`src/rtl/ub_mac_scheduler.sv`:
```
// Round-robin job scheduler that shares one unary-binary MAC (out = a*b + c) among NREQ requesters.
// One job is in flight at a time: accept, pulse the MAC, wait out the stream window, return the result.
module ub_mac_scheduler #(
    parameter int SIZE       = 4,
    parameter int NREQ       = 4,
    parameter int RUN_CYCLES = (1 << SIZE) + 2
) (
    input  logic                     clk,
    input  logic                     reset_n,
    input  logic [NREQ-1:0]          req_valid,
    output logic [NREQ-1:0]          req_ready,
    input  logic [NREQ*SIZE-1:0]     req_a,
    input  logic [NREQ*SIZE-1:0]     req_b,
    input  logic [NREQ*SIZE-1:0]     req_c,
    output logic                     mac_valid,
    output logic [SIZE-1:0]          mac_a,
    output logic [SIZE-1:0]          mac_b,
    output logic [SIZE-1:0]          mac_c,
    input  logic [2*SIZE-1:0]        mac_out,
    output logic                     resp_valid,
    input  logic                     resp_ready,
    output logic [$clog2(NREQ)-1:0]  resp_id,
    output logic [2*SIZE-1:0]        resp_data,
    output logic                     busy
);

    localparam int IDW = $clog2(NREQ);
    localparam int CW  = $clog2(RUN_CYCLES + 1);
    localparam int DW  = 2 * SIZE;

    typedef enum logic [1:0] {
        IDLE,
        ISSUE,
        RUN,
        RESP
    } state_t;

    state_t            state_q, state_d;
    logic [IDW-1:0]    rrPtr_q, rrPtr_d;
    logic [CW-1:0]     runCnt_q, runCnt_d;
    logic [SIZE-1:0]   macA_q, macA_d;
    logic [SIZE-1:0]   macB_q, macB_d;
    logic [SIZE-1:0]   macC_q, macC_d;
    logic [IDW-1:0]    respId_q, respId_d;
    logic [DW-1:0]     respData_q, respData_d;

    logic              anyReq;
    logic [IDW-1:0]    grantIdx;
    logic [IDW:0]      cand;
    logic              runDone;

    // Search upward from rrPtr with wrap; the first pending requester wins.
    always_comb begin
        anyReq   = 1'b0;
        grantIdx = '0;
        cand     = '0;
        for (int i = 0; i < NREQ; i++) begin
            cand = {1'b0, rrPtr_q} + (IDW+1)'(i);
            if (cand >= (IDW+1)'(NREQ)) begin
                cand = cand - (IDW+1)'(NREQ);
            end
            if (!anyReq && req_valid[cand[IDW-1:0]]) begin
                anyReq   = 1'b1;
                grantIdx = cand[IDW-1:0];
            end
        end
    end

    assign req_ready = (state_q == IDLE && anyReq && reset_n) ? (NREQ'(1) << grantIdx) : '0;
    assign runDone   = (runCnt_q == CW'(RUN_CYCLES - 1));

    always_comb begin
        state_d    = state_q;
        rrPtr_d    = rrPtr_q;
        runCnt_d   = runCnt_q;
        macA_d     = macA_q;
        macB_d     = macB_q;
        macC_d     = macC_q;
        respId_d   = respId_q;
        respData_d = respData_q;
        unique case (state_q)
            IDLE: begin
                if (anyReq) begin
                    macA_d   = req_a[int'(grantIdx)*SIZE +: SIZE];
                    macB_d   = req_b[int'(grantIdx)*SIZE +: SIZE];
                    macC_d   = req_c[int'(grantIdx)*SIZE +: SIZE];
                    respId_d = grantIdx;
                    rrPtr_d  = (grantIdx == IDW'(NREQ - 1)) ? '0 : grantIdx + 1'b1;
                    state_d  = ISSUE;
                end
            end
            ISSUE: begin
                runCnt_d = '0;
                state_d  = RUN;
            end
            RUN: begin
                runCnt_d = runCnt_q + 1'b1;
                if (runDone) begin
                    respData_d = mac_out;
                    state_d    = RESP;
                end
            end
            RESP: begin
                if (resp_ready) begin
                    state_d = IDLE;
                end
            end
            default: begin
                state_d = IDLE;
            end
        endcase
    end

    // Reset discards any in-flight job and restarts arbitration from requester 0.
    always_ff @(posedge clk or negedge reset_n) begin
        if (!reset_n) begin
            state_q    <= IDLE;
            rrPtr_q    <= '0;
            runCnt_q   <= '0;
            macA_q     <= '0;
            macB_q     <= '0;
            macC_q     <= '0;
            respId_q   <= '0;
            respData_q <= '0;
        end else begin
            state_q    <= state_d;
            rrPtr_q    <= rrPtr_d;
            runCnt_q   <= runCnt_d;
            macA_q     <= macA_d;
            macB_q     <= macB_d;
            macC_q     <= macC_d;
            respId_q   <= respId_d;
            respData_q <= respData_d;
        end
    end

    assign mac_valid  = (state_q == ISSUE);
    assign resp_valid = (state_q == RESP);
    assign busy       = (state_q != IDLE);
    assign mac_a      = macA_q;
    assign mac_b      = macB_q;
    assign mac_c      = macC_q;
    assign resp_id    = respId_q;
    assign resp_data  = respData_q;

endmodule

```
`config.mk`:
```
export PLATFORM = sky130hd
export DESIGN_NAME = ub_mac_scheduler
export DESIGN_NICKNAME = d
export VERILOG_FILES = /design/src/rtl/ub_mac_scheduler.sv
export SDC_FILE = /design/constraint.sdc
export NUM_CORES = 1
export LEC_CHECK = 0
export CORE_UTILIZATION = 36
export DETAILED_ROUTE_END_ITERATION = 10
export GPL_ROUTABILITY_DRIVEN = 0
export GPL_TIMING_DRIVEN = 0
export PLACE_DENSITY_LB_ADDON = 0.05
export RECOVER_POWER = 25
export SKIP_CTS_REPAIR_TIMING = 1
export SLEW_MARGIN = 10
export SYNTH_ARGS = -nofsm -noshare
export SYNTH_HDL_FRONTEND = slang
export SYNTH_SLANG_ARGS = --single-unit
```
`constraint.sdc`:
```
create_clock -name clk -period 1.35 [get_ports clk]
set_input_delay 0.2025 -clock clk [delete_from_list [all_inputs] [get_ports clk]]
set_output_delay 0.2025 -clock clk [all_outputs]
set_load 0.05 [all_outputs]
```
Yosys cells after proc, flatten, opt, wreduce, memory -nomap -nowiden

Index checks and enable logic that the tools add are counted.

Shifts and indexed selects: 4
Add/sub/neg operators: 9
Equal/unequal tests: 8
Reductions and logical operators: 14
Order comparisons: 8
Muxes and demuxes: 27

Operators with widths:

| operator                                                                             | number |
|---|---|
| 16-bit by 5-bit indexed part select with 4-bit output                                | 3 |
| 2-bit 2-to-1 mux                                                                     | 12 |
| 2-bit by 3-bit less-than comparator with 1-bit output (second input constant)        | 4 |
| 5-bit one-hot mux with 2 select lines                                                | 1 |
| 3-bit greater-or-equal comparator (second input constant)                            | 3 |
| 1-bit binary-select mux with 2-bit select                                            | 4 |
| 1-bit 2-to-1 mux                                                                     | 8 |
| 2-bit one-hot mux with 4 select lines                                                | 1 |
| 2-bit by 1-bit subtractor with 2-bit output (second input constant)                  | 4 |
| 2-bit by 2-bit adder with 3-bit output (second input constant)                       | 2 |
| 2-bit equality test (second input constant)                                          | 3 |
| 5-bit by 1-bit adder with 5-bit output (second input constant)                       | 1 |
| 5-bit equality test (second input constant)                                          | 1 |
| 1-bit logical AND                                                                    | 5 |
| 4-bit 2-to-1 mux                                                                     | 1 |
| 2-bit != test (second input constant)                                                | 2 |
| 2-bit AND reduction                                                                  | 2 |
| 2-bit nonzero test                                                                   | 2 |
| 1-bit by 2-bit << shifter with 4-bit output (first input constant)                   | 1 |
| 2-bit by 1-bit adder with 3-bit output (second input constant)                       | 1 |
| 2-bit by 3-bit greater-or-equal comparator with 1-bit output (second input constant) | 1 |
| 1-bit zero test                                                                      | 3 |
| 3-bit AND reduction                                                                  | 1 |
| 2-bit by 1-bit adder with 2-bit output (second input constant)                       | 1 |
| 3 further kinds                                                                      | 3 |

Output and inout bits: 29
Register bits after elaboration: 31
Input bits: 63

Longest topological paths before layout

Depth in word-level cells: 17
Gate-level depth with buffers: 7
Mapped depth without buffers: 6

Worst setup path after synthesis

No wires, ideal clock.

Path kind: reg-to-output
From: reg state_q[0]
To: out req_ready[0]
Arrival: 2.502 ns
Data required time: 1.148 ns
Cell stages (with the launch flop): 7
Path slack: -1.355 ns
Path through: dfrtp_1 -> inv_1 -> ha_1 -> inv_1 -> nor2_1 -> nand2_1 -> nor3b_1

Longest elaborated chain between the ends: 4

Ends and longest elaborated chain:

| what                            | line | text |
|---|---|---|
| from (decl)                     | 38   | `state_t state_q, state_d;` |
| from (signal assigned)          | 126  | `state_q <= state_d;` |
| 2-bit zero test                 | 69   | `assign req_ready = (state_q == IDLE && anyReq && reset_n) ? (NREQ'(1) << grantIdx) : '0;` |
| 1-bit logical AND (2 in series) | 69   |  |
| 4-bit 2-to-1 mux                | 69   |  |
| to (decl)                       | 11   | `output logic [NREQ-1:0] req_ready,` |

No other way between the ends.

Worst setup path in the final report

From: reg rrPtr_q[0]
To: out req_ready[0]

Longest elaborated chain between the ends: 17
Elaborated cells on any way between the ends: 41
Those cells by class: 7 x add/sub; 4 x order compare; 1 x shift; 21 x mux; 8 x reduce/logical

Ends and longest elaborated chain:

| what                                                                            | line | text |
|---|---|---|
| from (decl)                                                                     | 39   | `logic [IDW-1:0] rrPtr_q, rrPtr_d;` |
| from (signal assigned)                                                          | 127  | `rrPtr_q <= rrPtr_d;` |
| branches (longest 16 deep; another with 2-bit by 1-bit adder with 3-bit output) | -    |  |
| 4-bit 2-to-1 mux *                                                              | 69   |  |

Mark *: on every way between the ends. The select of a mux whose other input is x is not followed.

==> results_dict.tcl <==
set metrics [dict create \
    run_status "finished, violations left" \
    hold_ws_ps -16.7 \
    seq_area_frac_synth 0.419 \
    ios 92 \
    wl_per_cell_um 14.6 \
    grt.total_usage 0.173 \
    dp_hpwl_um 3610 \
    area_delta_synth_final_pct 88.9 \
    cts_tree "done" \
    row_count 25 \
    core-area_um2 4850 \
    clock-sinks 31 \
    vias_per_cell 4.86 \
    fin_total_pwr_w 0.00696 \
    ys_ff_latch 31 \
    fp.dieW_um 73.7 \
    clock_power_share 0.100 \
    syn_inst 170 \
    combPwrFrac 0.692 \
    drt_first_pass_iters 4 \
    r2r-end "mac_b[2]" \
    synth_nets 240 \
    reg2reg_from "rrPtr_q[0]" \
    start_util 0.382 \
    period_needed_ps 1960 \
    drv_cap 0 \
    wl_um 5140 \
    synth_cell_types 32 \
    hold_path_class "in2async" \
    fin_nets 354 \
    finalSetupViolCount 32 \
    grt_pass1_vias 1568 \
    slew_headroom 0.519 \
    crit_arrival_ps 1760 \
    avgSynthCellArea_um2 10.9 \
    failed_checks "hold timing, setup timing" \
    fill_cells 366 \
    grt_max_degree 33 \
    clk_pin_slew_ps 70 \
    seq_power_share 0.208 \
    ys.flop_type "dfrtp_1" \
    netSwitchingFraction 0.453 \
    gr-total-overflow 0 \
    critical_path_required_ps 1150 \
    diodes 0 \
    layout_setup_ws_ps -610 \
    hold_viol_final 31 \
    drive_gt1_frac 0.319 \
    critical_path_class "reg2out" \
    power_density_nw_per_um2 1990 \
    synth_async_sr_flop_share 1.00 \
    cts_buffer_depth 2 \
    die_area_um2 5430 \
    r2r_slack_ps -370 \
    cp-start-kind "flip-flop" \
    cts-root-buf "clkbuf_8" \
    syn_area_um2 1850 \
    yosys_warnings 0 \
    p_int_w 0.00381 \
    io_buffer_count 91 \
    clk_latency_ps 270 \
    grt_first_pass_wirelength_um 7120 \
    p_sw_w 0.00315 \
    crit_path_max_fanout 3 \
    final.setup_skew_ps 4.70 \
    fmax_ghz 0.510 \
    die_h_um 73.7 \
    vias 1710 \
    cts_buffers 5 \
    ir_drop_v 0.00115 \
    p_leak_nw 1.75 \
    rsz0062_at_grt "yes" \
    drt_iter0_drc 24 \
    ant_nets 0 \
    final-max-slew-violation-count 0 \
    htreeDepth 2 \
    synth_edf_count 0 \
    antenna_found_initial 0 \
    reg2regPathDepth 8 \
    finalCritPeriodShare 1.45 \
    tightest_slew_ps 721 \
    drc 0 \
    tns_ps -8620 \
    end_kind "output pin" \
]
Yosys cell counts, drive strengths merged (3+ instances only):
cell,instances,area [µm²]
dfrtp,31,776
nand2,27,106
mux2i,24,240
o221ai,12,149
o21ai,11,55.1
inv,9,33.8
mux2,9,101
buf,7,67.6
ha,7,87.6
nor2,5,18.8
nand3,4,20.0
nand2b,3,18.8
nor2b,3,21.3
per-stage QoR:
step	area (µm²)	setup slack, ps	instances	util
2_1_floorplan	1980	-608	170	-
3_3_place_gp	2970	-1910	328	0.613
3_5_place_dp	2970	-1360	328	0.612
4_1_cts	3050	-1370	336	0.629
5_1_grt	3500	-707	352	0.721
6_report	3500	-610	352	0.721
worst max path at each step:
stage / startpoint / end / slack [ps] / depth (start not counted)
2_1_floorplan: state_q[1] / req_ready[0] / -610 / 6
3_3_place_gp: reset_n / req_ready[0] / -1910 / 4
3_5_place_dp: req_valid[2] / req_ready[0] / -1360 / 7
4_1_cts: req_valid[2] / req_ready[0] / -1370 / 7
5_1_grt: state_q[0] / req_ready[2] / -710 / 7
6_report: rrPtr_q[0] / req_ready[0] / -610 / 5
layout by cell type (no fill, tap or decap), drive strengths merged, types with 3 or more instances in the layout:
master / Yosys / layout
buf: 7 / 30
inv: 9 / 8
nand3: 4 / 4
mux2: 9 / 9
nand2: 27 / 27
nor2: 5 / 5
clkbuf: 2 / 8
dfrtp: 31 / 31
mux2i: 24 / 24
nand2b: 3 / 3
dlymetal6s2s: 0 / 27
o221ai: 12 / 12
clkdlybuf4s50: 0 / 57
o21ai: 11 / 11
nor2b: 3 / 3
ha: 7 / 7
registers in the layout (all words and copies together), names as in the netlist:
name / count
resp_data: 8
runCnt_q: 5
mac_a: 4
mac_b: 4
mac_c: 4
resp_id: 2
rrPtr_q: 2
state_q: 2
worst max-delay path, cell delays in order, from the launching register on:
cell and delay, ps:
dfrtp_1 420, nand2b_4 160, and2b_2 220, o32a_2 290, nor3b_4 220, buf_6 180
power groups by stage:
stage	registers, W	logic, W	clock network (W)
after floorplan	0.00220	0.00209	0
after global placement	0.00146	0.00392	0
after detailed placement	0.00147	0.00394	0
after CTS	0.00146	0.00395	0.000723
after global routing	0.00149	0.00512	0.000760
final	0.00145	0.00482	0.000697
cell type report:
class	count	area [µm²]	area share
multi-input cells	121	1260	0.361
repair buffers	108	1160	0.331
flip-flops and latches	31	776	0.222
plain buffers	8	93.8	0.0268
well taps	67	83.8	0.0240
clock buffers	6	72.6	0.0208
inverters	9	37.5	0.0107
clock inverters	2	12.5	0.00358
cells by family (layout without fill, tap and decap cells):
group                    count (synthesis)  count (layout)  synth area share
buffers and inverters                   18             133            0.0588
AO/OA/AOI/OAI                           30              30             0.156
adder cells (fa/ha/maj)                  7               7            0.0473
AND/OR/NAND/NOR                         50              50             0.130
XOR/XNOR                                 1               1           0.00473
flip-flops                              31              31             0.419
multiplexers                            33              33             0.185
metal layers:
layer | GRT usage | vias to the layer above | share of wire
li1 | - | 839 | -
met1 | 0.203 | 816 | 0.42
met2 | 0.310 | 49 | 0.51
met3 | 0.0425 | 6 | 0.052
met4 | 0.0534 | 0 | 0.014
met5 | 0 | - | 0
Power figures use the tool's default switching activity.
==> edit 1: new RTL, same settings <==
Set the parameter `NREQ` to 8 (it was 4).
--- a/src/rtl/ub_mac_scheduler.sv
+++ b/src/rtl/ub_mac_scheduler.sv
@@ -2,7 +2,7 @@
 // One job is in flight at a time: accept, pulse the MAC, wait out the stream window, return the result.
 module ub_mac_scheduler #(
     parameter int SIZE       = 4,
-    parameter int NREQ       = 4,
+    parameter int NREQ       = 8,
     parameter int RUN_CYCLES = (1 << SIZE) + 2
 ) (
     input  logic                     clk,
Ports: changed (6 resized); port bits go from 92 to 149. The function was not compared with the original's and may differ.
==> edit 1 against the unedited design <==
The flow finishes with violations (design-rule violations, negative setup slack); routed wire length rose by 130%; die area rose by 77%; non-clock buffer count grew 102; worst setup slack lost 2.2 ns; final cell count rose by 80%; area after synthesis is 80% higher; clock skew up 0.0054 ns; sequential cell count is 2 higher; hold slack improved by 0.27 ns; maximum frequency is 53% lower; cell area grew 74%; critical endpoint is now req_ready[5]; highest routed layer unchanged.
Power is left out: the tool's default activity adds up to more than one toggle a clock period on the data nets, which glitch-free logic cannot reach.
==> edit 1: results <==
INSERT INTO impl_metrics (metric_group, metric, value, unit) VALUES
('outcome', 'outcome', 'complete, but fails checks', ''),
('outcome', 'failed_checks', 'design-rule violations, negative setup slack', ''),
('sta', 'setup_viol', '38', ''),
('sta', 'worst_slew_margin_rel', '57.4', '%'),
('worst_setup_path', 'reg2regPathDepth', '20', ''),
('detailed_routing', 'drt_drc_violations_left', '8', ''),
('placed_design', 'detailedPlace.worstSlack', '-3.54', 'ns'),
('grt', 'global_route.usage.total', '22.9', '%'),
('cells_and_area', 'net_total_in_the_final_layout', '651', ''),
('grt', 'grt_pass1_vias', '3337', ''),
('grt', 'grt_max_degree', '34', ''),
('clocking', 'clock_latency_of_the_later_clocked_register_in_the_worst_skew_pair', '0.29', 'ns'),
('cells_and_area', 'post_route_cells_drive_above_1_share', '45.4', '%'),
('sta', 'layout_setup_ws', '-2.83', 'ns'),
('sta', 'setup_tns', '-75.52', 'ns'),
('logic_synthesis', 'synth-seq-area-share', '24.9', '%'),
('detailed_routing', 'drt-vias-per-instance', '5.44', ''),
('worst_setup_path', 'worst-endpoint-arrival', '3.98', 'ns'),
('placed_design', 'numPlacedInstances', '580', ''),
('cells_and_area', 'ff_latch_area', '830', 'um2');
-- edit 1: changes by cell type after synthesis, sizes merged, moves of 7 or more --
cell    before  now
a21oi        1    8
mux4         0   10
nand2       27   34
buf          7   19
o221ai      12    2
o31ai        0   13
mux2         9   71
nor2         5   12
o22ai        0   27
mux2i       24   13
-- edit 1: critical path, stage by stage (launching register included) --
cell	delay [ns]
sky130_fd_sc_hd__dfrtp_1	0.36
sky130_fd_sc_hd__buf_6	0.13
sky130_fd_sc_hd__buf_8	0.10
sky130_fd_sc_hd__buf_12	0.10
sky130_fd_sc_hd__inv_4	0.03
sky130_fd_sc_hd__ha_4	0.27
sky130_fd_sc_hd__buf_8	0.11
sky130_fd_sc_hd__mux4_2	0.54
sky130_fd_sc_hd__mux2_4	0.30
sky130_fd_sc_hd__o32ai_4	0.30
sky130_fd_sc_hd__nand4b_4	0.14
sky130_fd_sc_hd__a211o_1	0.32
sky130_fd_sc_hd__a32oi_4	0.37
sky130_fd_sc_hd__nand3_4	0.19
sky130_fd_sc_hd__nor3_4	0.23
sky130_fd_sc_hd__buf_6	0.18
-- edit 1: per-layer routing --
metal  track usage [%]  routed length (um)  vias up
met5                 0                   0        -
li1                  -                   -     1625
met1              29.0                4700     1685
met3              4.65                 727       24
met4              8.62                 316        0
met2              38.3                6220      121
-- edit 1: kinds of logic after synthesis --
| group | count (synthesis) | share of synthesized area (%) |
|---|---|---|
| AO/OA/AOI/OAI | 73 | 19.0 |
| multiplexers | 94 | 34.9 |
| XOR/XNOR | 4 | 1.05 |
| buffers and inverters | 36 | 5.76 |
| flip-flops | 33 | 24.9 |
| adder cells (fa/ha/maj) | 10 | 3.77 |
| AND/OR/NAND/NOR | 73 | 10.7 |
-- edit 1: final cells by class --
| class | count | share of cell area [%] |
|---|---|---|
| inverter | 14 | 1.11 |
| clock buffer | 7 | 1.42 |
| sequential | 33 | 13.6 |
| buffer | 21 | 3.82 |
| tap | 108 | 2.22 |
| multi-input combinational | 254 | 44.2 |
| clock inverter | 1 | 0.493 |
| timing repair buffer | 197 | 33.1 |
-- edit 1: worst max-delay path by stage --
| stage | start | end |
|---|---|---|
| after detailed placement | rrPtr_q[1]$_DFFE_PN0P_ | req_ready[3] |
| after floorplan | rrPtr_q[1]$_DFFE_PN0P_ | req_ready[4] |
| after global placement | rrPtr_q[1]$_DFFE_PN0P_ | req_ready[3] |
| final | rrPtr_q[1]$_DFFE_PN0P_ | req_ready[5] |
| after global routing | rrPtr_q[1]$_DFFE_PN0P_ | req_ready[5] |
| after CTS | rrPtr_q[1]$_DFFE_PN0P_ | req_ready[3] |
==> edit 2: new RTL, same flow settings <==
Made on the original files. Re-encode `state_t` (4 states) as one-hot, 4 bits wide.
--- a/src/rtl/ub_mac_scheduler.sv
+++ b/src/rtl/ub_mac_scheduler.sv
@@ -28,11 +28,11 @@
     localparam int CW  = $clog2(RUN_CYCLES + 1);
     localparam int DW  = 2 * SIZE;
 
-    typedef enum logic [1:0] {
-        IDLE,
-        ISSUE,
-        RUN,
-        RESP
+    typedef enum logic [3:0] {
+        IDLE  = 4'b0001,
+        ISSUE = 4'b0010,
+        RUN   = 4'b0100,
+        RESP  = 4'b1000
     } state_t;
 
     state_t            state_q, state_d;
Check against the original RTL: no difference found for any inputs over 10 cycles, from zero or initial values and one cycle with reset_n low; not proved beyond that.
==> edit 2 against the unedited design <==
Die area rose by 4.7%; clock power rose by 18%; cell area rose by 5.4%; critical endpoint is now req_ready[2]; final cell count rose by 15%; sequential cell count rose by 2; register-to-register slack got worse by 0.22 ns; total power rose by 1.6%; the flow finishes with violations (negative setup slack); sequential share of layout area rose by 0.35 points; clock skew rose by 0.0023 ns; maximum frequency fell by 8.7%; area after synthesis rose by 4.8%; routed wire length rose by 15%; worst setup slack got worse by 0.19 ns; global-route usage rose by 2.3 points.
==> edit 2: results <==
INSERT INTO impl_metrics (metric_group, metric, value, unit) VALUES
('outcome', 'outcome', 'complete, but fails checks', ''),
('outcome', 'failed_checks', 'negative setup slack', ''),
('worst_setup_path', 'cp_max_fo', '7', ''),
('logic_synthesis', 'synth_compound_area_share', '24.8', '%'),
('detailed_routing', 'route.vias.total', '2051', ''),
('placed_design', 'placed_area', '0.00301', 'mm2'),
('sta', 'worst_slew_margin_rel', '64.1', '%'),
('logic_synthesis', 'post_synth_fa_ha_maj_area_fraction', '1.94', '%'),
('cells_and_area', 'net_total_in_the_final_layout', '399', ''),
('grt', 'global_route_wire_length_before_repair', '8430', 'um'),
('power', 'leakage', '1.74', 'nW'),
('cells_and_area', 'post_route_cells_drive_above_1_share', '38.9', '%'),
('sta', 'layout_setup_ws', '-0.798', 'ns'),
('logic_synthesis', 'synth-seq-area-share', '42.6', '%'),
('placed_design', 'post-dp-hpwl', '4010', 'um'),
('sta', 'setup_viol', '38', ''),
('placed_design', 'detailedPlace.worstSlack', '-1.63', 'ns'),
('worst_setup_path', 'worst-endpoint-arrival', '1.95', 'ns'),
('logic_synthesis', 'synth_cell_types', '43', ''),
('worst_setup_path', 'crit-reg2reg-capture', 'mac_b[0]$_DFFE_PN0P_', '');
[edit 2: routing by layer]
layer	vias up	routed length [um]	global-route usage, %
met1	984	2340	23.9
met5	-	0	0
met3	10	387	6.22
met4	0	79	4.94
met2	63	3080	33.8
li1	994	-	-
[edit 2: worst max-delay path by stage]
stage | from | endpoint | slack, ns | cells after the start
floorplan | state_q[0]$_DFFE_PN1P_ | req_ready[1] | -0.81 | 6
global placement | reset_n | req_ready[0] | -1.99 | 3
detailed placement | req_valid[0] | req_ready[2] | -1.63 | 9
CTS | rrPtr_q[1]$_DFFE_PN0P_ | req_ready[2] | -1.65 | 8
global route | rrPtr_q[1]$_DFFE_PN0P_ | req_ready[2] | -0.84 | 7
finish | rrPtr_q[1]$_DFFE_PN0P_ | req_ready[2] | -0.80 | 8
[edit 2: area by class of cell]
| cell class | count | area, um2 |
|---|---|---|
| Buffer | 11 | 105 |
| Clock inverter | 1 | 5.00 |
| Clock buffer | 7 | 96.3 |
| Timing Repair Buffer | 125 | 1290 |
| Sequential cell | 33 | 831 |
| Tap cell | 70 | 87.6 |
| Fill cell | 386 | 1450 |
| Inverter | 6 | 42.5 |
| Multi-Input combinational cell | 151 | 1230 |
[edit 2: through the flow]
step	TNS (ns)	utilization, %	std cells
floorplan	-18.45	-	200
global placement	-46.47	58.2	360
detailed placement	-19.22	58.5	361
CTS	-22.11	60.5	369
global route	-14.50	71.7	404
finish	-12.20	71.7	404
[edit 2: where the power goes]
group | leakage [nW] | total [W] | internal (W) | switching, W
registers | 0.393 | 0.00157 | 0.00133 | 0.000238
clock network | 0.0542 | 0.000825 | 0.000461 | 0.000364
logic | 1.29 | 0.00468 | 0.00209 | 0.00259
